<file path="config.mk">
export PLATFORM = sky130hd
export DESIGN_NAME = datapath_core
export DESIGN_NICKNAME = d
export VERILOG_FILES = /design/src/rtl/datapath_pkg.sv /design/src/rtl/datapath_alu.sv /design/src/rtl/datapath_core.sv
export SDC_FILE = /design/constraint.sdc
export NUM_CORES = 1
export LEC_CHECK = 0
export ABC_CLOCK_PERIOD_IN_PS = 12550
export CAP_MARGIN = 30
export CORE_UTILIZATION = 51
export CTS_CLUSTER_SIZE = 10
export DETAILED_ROUTE_END_ITERATION = 6
export MAX_ROUTING_LAYER = met4
export PLACE_DENSITY = 0.79
export SYNTH_ARGS = -nofsm -noshare
export SYNTH_HDL_FRONTEND = slang
export SYNTH_SLANG_ARGS = --single-unit
</file>
<file path="constraint.sdc">
create_clock -name Clock -period 12.55 [get_ports Clock]
set_input_delay 2.51 -clock Clock [delete_from_list [all_inputs] [get_ports Clock]]
set_output_delay 2.51 -clock Clock [all_outputs]
set_load 0.05 [all_outputs]
</file>
<file path="src/rtl/datapath_pkg.sv">
// Shared types for the datapath slice: operation/select encodings and flag bit positions.
package datapath_pkg;

  typedef enum logic [2:0] {
    ALU_ADD  = 3'd0,
    ALU_SUB  = 3'd1,
    ALU_AND  = 3'd2,
    ALU_OR   = 3'd3,
    ALU_XOR  = 3'd4,
    ALU_NOT  = 3'd5,
    ALU_SHL1 = 3'd6,
    ALU_SHR1 = 3'd7
  } alu_op_t;

  typedef enum logic [1:0] {
    OP2_RS2  = 2'd0,
    OP2_IMM  = 2'd1,
    OP2_ONE  = 2'd2,
    OP2_ZERO = 2'd3
  } op2_sel_t;

  typedef enum logic [1:0] {
    PC_INC = 2'd0,
    PC_ALU = 2'd1,
    PC_LR  = 2'd2,
    PC_BUS = 2'd3
  } pc_sel_t;

  typedef enum logic [1:0] {
    BUS_ALU = 2'd0,
    BUS_PC  = 2'd1,
    BUS_LR  = 2'd2,
    BUS_RS2 = 2'd3
  } bus_sel_t;

  // Bit positions inside the packed {Z,N,C,V} flag word
  localparam int unsigned FLAG_Z = 3;
  localparam int unsigned FLAG_N = 2;
  localparam int unsigned FLAG_C = 1;
  localparam int unsigned FLAG_V = 0;

endpackage

</file>
<file path="src/rtl/datapath_alu.sv">
// Combinational ALU: result plus zero/negative/carry/overflow flags.
module datapath_alu
  import datapath_pkg::*;
#(
  parameter int unsigned WIDTH = 16
) (
  input  logic [WIDTH-1:0] i_a,
  input  logic [WIDTH-1:0] i_b,
  input  logic [2:0]       i_op,
  output logic [WIDTH-1:0] o_res,
  output logic             o_z,
  output logic             o_n,
  output logic             o_c,
  output logic             o_v
);

  logic [WIDTH-1:0] w_b_eff;
  logic             w_cin;
  logic [WIDTH:0]   w_sum;
  alu_op_t          w_op;

  assign w_op = alu_op_t'(i_op);

  // SUB shares the adder as A + ~B + 1, so carry-out doubles as "no borrow"
  assign w_b_eff = (w_op == ALU_SUB) ? ~i_b : i_b;
  assign w_cin   = (w_op == ALU_SUB);
  assign w_sum   = {1'b0, i_a} + {1'b0, w_b_eff} + {{WIDTH{1'b0}}, w_cin};

  always_comb begin
    o_res = '0;
    o_c   = 1'b0;
    o_v   = 1'b0;
    case (w_op)
      ALU_ADD, ALU_SUB: begin
        o_res = w_sum[WIDTH-1:0];
        o_c   = w_sum[WIDTH];
        o_v   = (i_a[WIDTH-1] == w_b_eff[WIDTH-1]) && (w_sum[WIDTH-1] != i_a[WIDTH-1]);
      end
      ALU_AND:  o_res = i_a & i_b;
      ALU_OR:   o_res = i_a | i_b;
      ALU_XOR:  o_res = i_a ^ i_b;
      ALU_NOT:  o_res = ~i_a;
      ALU_SHL1: begin
        o_res = {i_a[WIDTH-2:0], 1'b0};
        o_c   = i_a[WIDTH-1];
      end
      ALU_SHR1: begin
        o_res = {i_a[WIDTH-1], i_a[WIDTH-1:1]};
        o_c   = i_a[0];
      end
    endcase
  end

  assign o_z = (o_res == '0);
  assign o_n = o_res[WIDTH-1];

endmodule

</file>
<file path="src/rtl/datapath_core.sv">
// Datapath: register file with hardwired-zero R0, PC/LR unit, operand muxes, ALU,
// registered flags and a registered system-bus driver.
module datapath_core
  import datapath_pkg::*;
#(
  parameter int unsigned      WIDTH    = 16,
  parameter int unsigned      NREGS    = 8,
  parameter logic [WIDTH-1:0] RESET_PC = '0
) (
  input  logic                       Clock,
  input  logic                       nReset,
  input  logic [WIDTH-1:0]           SysBusIn,
  output logic [WIDTH-1:0]           SysBusOut,
  output logic                       SysBusEn,
  input  logic [WIDTH-1:0]           Imm,
  input  logic [$clog2(NREGS)-1:0]   Rw,
  input  logic [$clog2(NREGS)-1:0]   Rs1,
  input  logic [$clog2(NREGS)-1:0]   Rs2,
  input  logic                       RegWe,
  input  logic                       WdSel,
  input  logic                       Op1Sel,
  input  logic [1:0]                 Op2Sel,
  input  logic [2:0]                 AluOp,
  input  logic                       FlagWe,
  input  logic                       PcWe,
  input  logic [1:0]                 PcSel,
  input  logic                       LrWe,
  input  logic                       LrSel,
  input  logic                       BusDrv,
  input  logic [1:0]                 BusSel,
  output logic [WIDTH-1:0]           AluOut,
  output logic [WIDTH-1:0]           Pc,
  output logic [WIDTH-1:0]           Lr,
  output logic [3:0]                 Flags
);

  localparam logic [WIDTH-1:0] ONE = {{(WIDTH-1){1'b0}}, 1'b1};

  logic [WIDTH-1:0] r_regs [NREGS];
  logic [WIDTH-1:0] r_pc;
  logic [WIDTH-1:0] r_lr;
  logic [3:0]       r_flags;
  logic [WIDTH-1:0] r_bus_out;
  logic             r_bus_en;

  logic [WIDTH-1:0] w_rs1;
  logic [WIDTH-1:0] w_rs2;
  logic [WIDTH-1:0] w_op_a;
  logic [WIDTH-1:0] w_op_b;
  logic [WIDTH-1:0] w_alu;
  logic [WIDTH-1:0] w_pc_inc;
  logic [WIDTH-1:0] w_wdata;
  logic [WIDTH-1:0] w_pc_next;
  logic [WIDTH-1:0] w_bus_src;
  logic             w_z, w_n, w_c, w_v;

  assign w_rs1    = (Rs1 == '0) ? '0 : r_regs[Rs1];
  assign w_rs2    = (Rs2 == '0) ? '0 : r_regs[Rs2];
  assign w_op_a   = Op1Sel ? r_pc : w_rs1;
  assign w_pc_inc = r_pc + ONE;
  assign w_wdata  = WdSel ? SysBusIn : w_alu;

  always_comb begin
    w_op_b = '0;
    case (op2_sel_t'(Op2Sel))
      OP2_RS2:  w_op_b = w_rs2;
      OP2_IMM:  w_op_b = Imm;
      OP2_ONE:  w_op_b = ONE;
      OP2_ZERO: w_op_b = '0;
    endcase
  end

  always_comb begin
    w_pc_next = w_pc_inc;
    case (pc_sel_t'(PcSel))
      PC_INC: w_pc_next = w_pc_inc;
      PC_ALU: w_pc_next = w_alu;
      PC_LR:  w_pc_next = r_lr;
      PC_BUS: w_pc_next = SysBusIn;
    endcase
  end

  always_comb begin
    w_bus_src = w_alu;
    case (bus_sel_t'(BusSel))
      BUS_ALU: w_bus_src = w_alu;
      BUS_PC:  w_bus_src = r_pc;
      BUS_LR:  w_bus_src = r_lr;
      BUS_RS2: w_bus_src = w_rs2;
    endcase
  end

  datapath_alu #(
    .WIDTH(WIDTH)
  ) u_alu (
    .i_a   (w_op_a),
    .i_b   (w_op_b),
    .i_op  (AluOp),
    .o_res (w_alu),
    .o_z   (w_z),
    .o_n   (w_n),
    .o_c   (w_c),
    .o_v   (w_v)
  );

  // R0 storage is never written; the read muxes force it to zero regardless
  always_ff @(posedge Clock or negedge nReset) begin
    if (!nReset) begin
      r_regs <= '{default: '0};
    end else if (RegWe && (Rw != '0)) begin
      r_regs[Rw] <= w_wdata;
    end
  end

  // LR samples pre-update PC+1/ALU, so a same-cycle PC write gives call-link semantics
  always_ff @(posedge Clock or negedge nReset) begin
    if (!nReset) begin
      r_pc <= RESET_PC;
      r_lr <= '0;
    end else begin
      if (PcWe) r_pc <= w_pc_next;
      if (LrWe) r_lr <= LrSel ? w_alu : w_pc_inc;
    end
  end

  always_ff @(posedge Clock or negedge nReset) begin
    if (!nReset) begin
      r_flags <= '0;
    end else if (FlagWe) begin
      r_flags[FLAG_Z] <= w_z;
      r_flags[FLAG_N] <= w_n;
      r_flags[FLAG_C] <= w_c;
      r_flags[FLAG_V] <= w_v;
    end
  end

  always_ff @(posedge Clock or negedge nReset) begin
    if (!nReset) begin
      r_bus_out <= '0;
      r_bus_en  <= 1'b0;
    end else begin
      r_bus_en <= BusDrv;
      if (BusDrv) r_bus_out <= w_bus_src;
    end
  end

  assign AluOut    = w_alu;
  assign Pc        = r_pc;
  assign Lr        = r_lr;
  assign Flags     = r_flags;
  assign SysBusOut = r_bus_out;
  assign SysBusEn  = r_bus_en;

endmodule
</file>
== Yosys cells after proc, flatten, opt, wreduce, memory -nomap -nowiden ==
Index checks and enable logic that the tools add are counted.
Cells by class
  add/sub/neg operators: 3
  multipliers: 0
  divide/modulo/power cells: 0
  order comparisons: 4
  equality and inequality tests: 18
  shift operators: 0
  mux-type cells: 21
  bitwise logic cells: 8
  reductions and logical operators: 12
Operator list (count)
  case mux 16 bit (4 select lines): 3
  two-way mux 16 bit: 11
  bitwise mux 128 bit: 1
  case mux 16 bit (7 select lines): 1
  binary-select mux 16 bit (select 3 bit): 2
  demux 16 bit (select 3 bit): 1
  inverter 16 bit: 2
  adder 16 x 16 -> 17 bit: 1
  adder 17 x 1 -> 17 bit: 1
  adder 16 x 1 -> 16 bit (second input constant): 1
  bitwise AND 16 bit: 1
  logical NOT 16 bit: 1
  bitwise OR 16 bit: 1
  XOR 16 bit: 1
  == test 2 bit (second input constant): 6
  == test 3 bit (second input constant): 4
  >= comparator 4 bit (second input constant): 3
  inverter 3 -> 4 bit: 3
  logical NOT 3 bit: 3
  == test 2 x 1 -> 1 bit (second input constant): 3
  == test 3 x 2 -> 1 bit (second input constant): 2
  logical NOT 2 bit: 3
  less-than comparator 4 x 1 -> 1 bit (second input constant): 1
  == test 3 x 1 -> 1 bit (second input constant): 1
  7 further kinds: 9
Word-level totals
  register bits: 181
  latch bits: 0
  memory bits (writable): 0
  bits in read-only memories: 0
  input port bits: 60
  output and inout bits: 69
  word-level logic and storage cells: 79
  memories kept: 0

== Depth between registers and ports, before layout ==
Gate-level depths: netlist of the first run.
  depth in word-level cells: 13
  depth in mapped cells: 22
  depth with buffers taken out: 17

== By module ==
Synthesis of the first run repeated with hierarchy kept, for this count alone.
Unflattened totals
  cells, all modules: 1352
  area, all modules: 12320.6 µm²
By module, submodules not included
  datapath_core: times used 1, cells each 1009, area each 9793.1 µm², seq. area each 4129.0 µm²
  datapath_alu: times used 1, cells each 343, area each 2527.4 µm², seq. area each 0.0 µm²

== Worst setup path after synthesis of the first run ==
Ideal clock, no wire load.
  path kind: input port to output port
  start point: input Rs2[1]
  end point: output AluOut[3]
  data arrival time: 6.829 ns
  required time: 10.040 ns
  slack: 3.211 ns
  stages on the path: 17
  buffers on the path: 4
  cells stage by stage: buf_6 buf_2 buf_1 clkbuf_1 mux2i_1 a211oi_1 a21oi_1 nor2_1 a21oi_1 nor2_1 xnor2_1 ha_1 o21a_1 nor2_1 a311oi_1 a311oi_1 a311oi_1
Between the ends
  cells in the longest elaborated chain, start to end: 11
  elaborated cells between the ends (all ways): 15
  those cells by class: 2 x add/sub; 7 x mux; 5 x bitwise; 1 x reduce/logical
RTL lines
  start, declared: RTL line datapath_core.sv:18  | input logic [$clog2(NREGS)-1:0] Rs2,
  inverter 3 -> 4 bit (not written as such): RTL line datapath_core.sv:58  | assign w_rs2 = (Rs2 == '0) ? '0 : r_regs[Rs2];
  binary-select mux 16 bit (select 3 bit): RTL line datapath_core.sv:58
  two-way mux 16 bit (not written as such) (2 in series): RTL line datapath_core.sv:58
  two-way mux 16 bit *: RTL line datapath_core.sv:58
  case mux 16 bit (4 select lines) *: RTL line datapath_core.sv:65  | case (op2_sel_t'(Op2Sel))
  inverter 16 bit: RTL line datapath_alu.sv:25  | assign w_b_eff = (w_op == ALU_SUB) ? ~i_b : i_b;
  two-way mux 16 bit: RTL line datapath_alu.sv:25
  adder 16 x 16 -> 17 bit: RTL line datapath_alu.sv:27  | assign w_sum = {1'b0, i_a} + {1'b0, w_b_eff} + {{WIDTH{1'b0}}, w_cin};
  adder 17 x 1 -> 17 bit: RTL line datapath_alu.sv:27
  case mux 16 bit (7 select lines) *: RTL line datapath_alu.sv:33  | case (w_op)
  end, declared: RTL line datapath_core.sv:31  | output logic [WIDTH-1:0] AluOut,
Every way passes the cells marked *; elsewhere a longest branch is shown, timed or not. The select of a mux whose other input is x is not followed.

== Worst setup path in the final report of the first run ==
  start point: input Rs2[1]
  end point: output AluOut[14]
The elaborated chain is that of the path after synthesis.

==> results of run 1 <==
-- cell usage in the layout (no fill, tap or decap), types with 17 or more instances in the layout --
master	count
mux2_2	27
nor2_1	159
nand2b_1	19
dfrtp_1	165
mux4_2	40
nand2_1	137
inv_1	73
xnor2_1	26
a211oi_1	30
ha_1	50
clkdlybuf4s50_1	123
mux2i_1	63
a21oi_1	156
clkbuf_16	17
buf_4	30
o21ai_0	110
-- worst paths after layout --
path	from	to	depth (start not counted)
max in group asynchronous	nReset	r_regs[68]	2
worst min-delay path	r_regs[7]	r_regs[7]	2
worst min register to register	r_regs[7]	r_regs[7]	2
worst max register to register	r_regs[96]	r_regs[110]	16
min in group asynchronous	nReset	SysBusEn	1
worst max-delay path	Rs2[1]	AluOut[14]	19
-- synth_stat cells, types with 10 or more instances --
master / number
nand2_1: 137
o22ai_1: 12
buf_2: 10
ha_1: 50
a31oi_1: 13
xor2_1: 11
mux2i_1: 63
a21o_1: 12
and3_1: 11
xnor2_1: 26
nor2_1: 161
o21ai_0: 110
nand2b_1: 19
inv_1: 73
mux4_2: 40
a221oi_1: 16
a211oi_1: 30
a21oi_1: 156
clkbuf_1: 76
o221ai_1: 10
nand3_1: 14
nor3_1: 11
dfrtp_1: 165
mux2_2: 27
-- cell families after synthesis --
group / count (synthesis) / share of synthesized area [%]
xor+xnor: 38 / 2.77
flops: 165 / 33.6
fa+ha+maj: 51 / 5.26
compound gates: 440 / 22.8
simple gates: 397 / 14.2
buf+inv: 177 / 5.83
mux: 134 / 15.5
-- layer usage --
| metal | global-route usage [%] | wire length [um] | up-vias |
|---|---|---|---|
| met3 | 8.23 | 4890 | 121 |
| li1 | - | - | 5232 |
| met2 | 58.5 | 20400 | 788 |
| met4 | 15.0 | 1740 | 0 |
| met1 | 47.5 | 16900 | 5761 |
| met5 | - | 0 | - |
-- sequential cells by signal, summed over array words and instances (netlist names) --
name	count
Flags	4
Lr	16
Pc	16
SysBusEn	1
SysBusOut	16
r_regs	112
-- metrics by stage --
step / worst slack, ns / power, mW / instance area (um^2)
after floorplan: 3.21 / 1.41 / 12300
after global placement: 2.11 / 1.73 / 13700
after detailed placement: 2.10 / 1.75 / 13800
after CTS: 2.08 / 2.28 / 14400
after global routing: 1.64 / 2.40 / 14400
final: 1.91 / 2.30 / 14400
-- cell type report --
cell class / count / area (um^2)
Fill cell: 2047 / 9180
Clock inverter: 14 / 148
Multi-Input combinational cell: 1060 / 7440
Timing Repair Buffer: 160 / 1530
Tap cell: 319 / 399
Inverter: 74 / 283
Clock buffer: 18 / 439
Sequential cell: 165 / 4130
-- power by group through the flow --
stage	clock network [mW]	registers, mW	logic, mW
global placement	0	0.784	0.950
floorplan	0	0.862	0.544
finish	0.524	0.789	0.989
global route	0.550	0.798	1.05
CTS	0.526	0.780	0.972
detailed placement	0	0.789	0.965
-- worst register-to-register path, stage by stage (launching register included) --
cell and delay, ns:
dfrtp_1 0.42, mux2i_1 0.10, a211oi_1 0.72, o31ai_1 0.39, inv_1 0.18, a21oi_1 0.11, fa_1 0.46, nand2b_1 0.19
a21oi_1 0.14, buf_4 0.15, o2111ai_1 0.16, a21boi_0 0.23, o21bai_1 0.09, a21o_1 0.20, and4_1 0.28, nor4_2 0.76
o21ai_0 0.22
==> impl_results.md, run 1 <==
- Pwr/cell area: 160 mW/mm^2
- Starting Density: 52.1%
- Worst path required time: 10.04 ns
- Net Sw Power: 1.00 mW
- Hold slack: 0.501 ns
- Sequential Power Share: 34.3%
- Diode count: 0
- Initial DRT Pass Iterations: 5
- Syn Inst Count: 1402
- Clock Skews: 0.0151 ns
- Final wirelength: 44000 um
- Dpl cells: 1778
- 1st-iter DRT viols: 1284
- Vias in the first global route: 11200
- CTS Sinks: 165
- Worst-path clk slew: 0.07 ns
- Seq cells post-synth: 165
- Critical Path Sink Type: output port
- Placer Congestion: 0.987
- Share of the synthesized area in the top cell type: 33.6%
- Syn_nets: 1513
- Overflow after GRT: 0
- CORE AREA: 0.0235 mm^2
- Final Setup Violations: 0
- FP Rows: 56
- Layout Utilization: 61.0%
- Synth async-reset ratio: 100%
- Final setup TNS: 0 ns
- Status: completed
- Avg WL per Cell: 24.3 um
- I/O pins: 129
- Arrival @ worst endpoint: 8.13 ns
- # DRC: 0
- Routed Antenna Nets: 0
- Cell internal pwr: 1.30 mW
- NumNets Final: 1589
- Fmax achieved: 94.0 MHz
- FF-to-FF setup slack: 7.59 ns
- Worst-skew pair later-pin latency: 0.44 ns
- Min-delay worst type: flip-flop to flip-flop
- Post-synth top flop: dfrtp_1
- Post-synthesis sequential area ratio: 33.6%
- Largest fanout on the critical path: 30
- Slowest stage cell on the critical path: clkdlybuf4s50_1
- Area Overhead vs Synth: 17.1%
- Actual slew at the worst max-slew pin: 1.11 ns
- Crit path launch type: primary input
- Htree depth: 4
- Buf/Inv on CP: 5
- Die Y: 157 um
- Clk pwr share: 22.8%
- CTS tree: built
- Leak: 6.14 nW
- Max clock buf depth: 2
- Share of cells above drive strength 1: 11.1%
- Post-CTS resize count: 0
- Die Area: 0.0247 mm^2
- Maximum vdd drop: 0.0971 mV
- EDFF count, synth: 0
- Final Hold Viols: 0
- Cell breakdown of the critical path: buf_2, buf_4, mux4_2, a21o_1, mux2i_1, nor2_1, xnor2_1, inv_1, fa_1, nand2b_1, a21oi_1, buf_4, o2111ai_1, a21boi_0, o21bai_1, a21o_1, a211oi_1, or3_1, clkdlybuf4s50_1
- Final worst-path cycle share: 84.8%
- Setup CP Type: primary input to output port
- Mean Syn Cell Area: 8.75 um^2
- Pin count of the biggest net entering global routing: 95
- Sw Share: 43.5%
- Combinational power share: 42.9%
- Distinct cell type count after synthesis: 81
- Max stage delay on crit path: 0.81 ns
- Relative slew slack: 25.8%
- Post-CTS Setup Inserts: 0
- Yosys top cell by area: dfrtp_1
- Synthesized cell area: 0.0123 mm^2
- DIE WIDTH: 157 um
- Top post-synthesis cells by area: dfrtp_1, mux4_2, a21oi_1
- RSZ-0062 raised after global routing: no
- Synth Warn #: 0
- Via/cell ratio: 6.58
- IO buf count: 128
- Crit-path leading delay family: buffers and inverters
- # hold bufs at CTS: 0
- Wire length of the first global-routing pass: 66700 um
- Gr usage total: 37.5%
- Tmin final: 10.64 ns
- Number of max-cap violations: 0
- Root buf cell: clkbuf_16
- Final Max Slew Viols: 0
- Via count: 11900
- TritonCTS buffer count: 17
- DP Wirelength: 31800 um
- Final Non-Filler Cells: 1810
- Antenna violations before repair: 0
Power figures use the tool's default switching activity.
==> run 2, diff against run 1 <==
Settings changed: ABC_CLOCK_PERIOD_IN_PS 12550 to 9450, PLACE_DENSITY 0.79 to 0.82.
Clock period 12.55 ns to 9.45 ns, I/O delays scaled along.
==> run 2 against run 1 <==
The run now ends with design-rule violations left. Register-to-register slack got worse by 3.1 ns. Worst hold slack improved by 0.0012 ns. Critical path depth down 4. Worst setup slack worse by 1.4 ns. Final cell count up 0.77%. Highest routed layer unchanged. Largest cell class unchanged. Cell area up 1.2%.
==> impl_results.md, run 2 (same netlist as run 1, synthesis figures left out) <==
- Via/cell ratio: 6.61
- Max clock buf depth: 2
- Pin count of the biggest net entering global routing: 108
- Critical Path Sink Type: output port
- Die Y: 157 um
- Worst-path clk slew: 0.07 ns
- Pwr/cell area: 215 mW/mm^2
- Most frequent cells in the layout: dfrtp_1, nor2_1, a21oi_1
- DP Wirelength: 32000 um
- Clock Skews: 0.00815 ns
- Cell internal pwr: 1.81 mW
- Actual slew at the worst max-slew pin: 1.07 ns
- Buf/Inv on CP: 3
- Placer Congestion: 0.989
- Largest fanout on the critical path: 11
- Net Sw Power: 1.32 mW
- Worst path required time: 7.56 ns
- Overflow after GRT: 0
- TritonCTS buffer count: 17
- Share of cells above drive strength 1: 12.0%
- Maximum vdd drop: 0.155 mV
- Via count: 12100
- Min-delay worst type: flip-flop to flip-flop
- Combinational power share: 42.3%
- Cells on worst reg2reg path: 15
- Cell breakdown of the critical path: clkdlybuf4s50_1, nand2b_1, o22ai_1, o31ai_1, inv_1, a21oi_1, fa_1, nand2b_1, a21oi_1, o2111ai_1, nand2_1, a31o_2, a31oi_1, o31a_1, clkdlybuf4s50_1
- Final Hold Viols: 0
- Antenna violations before repair: 0
- Most common library cell in the layout ignoring fill and taps: dfrtp_1
- Final worst-path cycle share: 94.3%
- Tmin final: 8.91 ns
- Worst hold start: r_regs[12]
- I/O pins: 129
- Dpl cells: 1791
- Htree depth: 4
- Relative slew slack: 27.9%
- Setup CP Type: primary input to output port
- RSZ-0062 raised after global routing: no
- Gr usage total: 37.5%
- Worst setup margin: 0.542 ns
- # DRC: 2
- DIE WIDTH: 157 um
- Slowest stage cell on the critical path: o31ai_1
- Post-CTS resize count: 0
- Dpl ws: 0.625 ns
- Root buf cell: clkbuf_16
- Number of max-cap violations: 0
- Post-CTS Setup Inserts: 0
- Vias in the first global route: 11300
- # hold bufs at CTS: 0
- Hold slack: 0.502 ns
- Final Non-Filler Cells: 1824
- Crit-path leading delay family: compound AO/OA/AOI/OAI gates
- Violated checks: design-rule violations
- FF-to-FF Start: r_regs[96]
- Starting Density: 52.1%
- Avg WL per Cell: 24.2 um
- Tot Pwr: 3.13 mW
- Initial DRT Pass Iterations: 7
- Clk pwr share: 23.9%
- Die Area: 0.0247 mm^2
- Final setup TNS: 0 ns
- Crit path launch type: primary input
- Fill count: 2021
- Final Max Slew Viols: 0
- Hold endpoint: r_regs[12]
- Register bank with the most flops: r_regs
- CTS tree: built
- CTS Sinks: 165
- IO buf count: 128
- Area Overhead vs Synth: 18.5%
- Fmax achieved: 112 MHz
- Hold Path Stages: 2
- Sw Share: 42.2%
- FF-to-FF setup slack: 4.45 ns
- Routed Antenna Nets: 0
- Diode count: 0
- Sequential Power Share: 33.8%
- NumNets Final: 1603
- Max stage delay on crit path: 0.93 ns
- Final wirelength: 44100 um
- CORE AREA: 0.0235 mm^2
- Leak: 6.24 nW
- Arrival @ worst endpoint: 7.02 ns
- Status: complete, but fails checks
- Worst-skew pair later-pin latency: 0.44 ns
- Final Setup Violations: 0
- Max reg flops: 112
- FP Rows: 56
- Terminus of the critical flop-to-flop path: r_regs[110]
- Wire length of the first global-routing pass: 66800 um
- 1st-iter DRT viols: 1353
-- run 2: cell count changes in the layout (fill, tap and decap cells not counted), sizes merged --
cell | previous run | this run
bufinv | 0 | 3
inv | 85 | 79
clkdlybuf4s50 | 123 | 122
clkinv | 3 | 6
buf | 37 | 52
-- run 2: worst max-delay path by stage --
stage | from | end | slack [ns] | cells after the start
2_1_floorplan | Rs2[1] | AluOut[3] | 1.35 | 17
3_3_place_gp | Rs1[1] | AluOut[12] | 0.72 | 15
3_5_place_dp | Rs1[1] | AluOut[12] | 0.63 | 15
4_1_cts | Rs1[1] | AluOut[12] | 0.65 | 15
5_1_grt | Rs1[1] | AluOut[12] | 0.21 | 15
6_report | Rs1[1] | AluOut[12] | 0.54 | 15
-- run 2: stage by stage --
| stage | cell area [um^2] | utilization, % |
|---|---|---|
| 6_report | 14500 | 61.8 |
| 3_3_place_gp | 13900 | 58.9 |
| 4_1_cts | 14500 | 61.6 |
| 5_1_grt | 14500 | 61.8 |
| 2_1_floorplan | 12300 | - |
| 3_5_place_dp | 13900 | 59.0 |
-- run 2: cell type report --
class | instances | area, um^2 | share of cell area (%)
Clock buffer | 18 | 439 | 3.02
Clock inverter | 14 | 189 | 1.30
Inverter | 74 | 283 | 1.94
Multi-Input combinational cell | 1060 | 7440 | 51.2
Sequential cell | 165 | 4130 | 28.4
Tap cell | 319 | 399 | 2.75
Timing Repair Buffer | 174 | 1660 | 11.4
-- run 2: tightest hold or removal path, cell delays in order, from the launching register on --
cell     delay (ns)
dfrtp_1        0.36
nand2_1        0.05
o21ai_0        0.06
-- run 2: power by group through the flow --
stage,clock network (mW),logic (mW),registers [mW]
finish,0.748,1.32,1.06
global route,0.774,1.41,1.07
CTS,0.746,1.30,1.04
detailed placement,0,1.29,1.05
global placement,0,1.26,1.05
floorplan,0,0.723,1.15
-- run 2: layer usage --
| metal | track usage (%) | vias to the layer above | share of wire (%) |
|---|---|---|---|
| met4 | 18.8 | 0 | 5.2 |
| met3 | 7.79 | 170 | 11 |
| li1 | - | 5240 | - |
| met5 | - | - | 0 |
| met2 | 57.1 | 862 | 46 |
| met1 | 47.6 | 5787 | 38 |
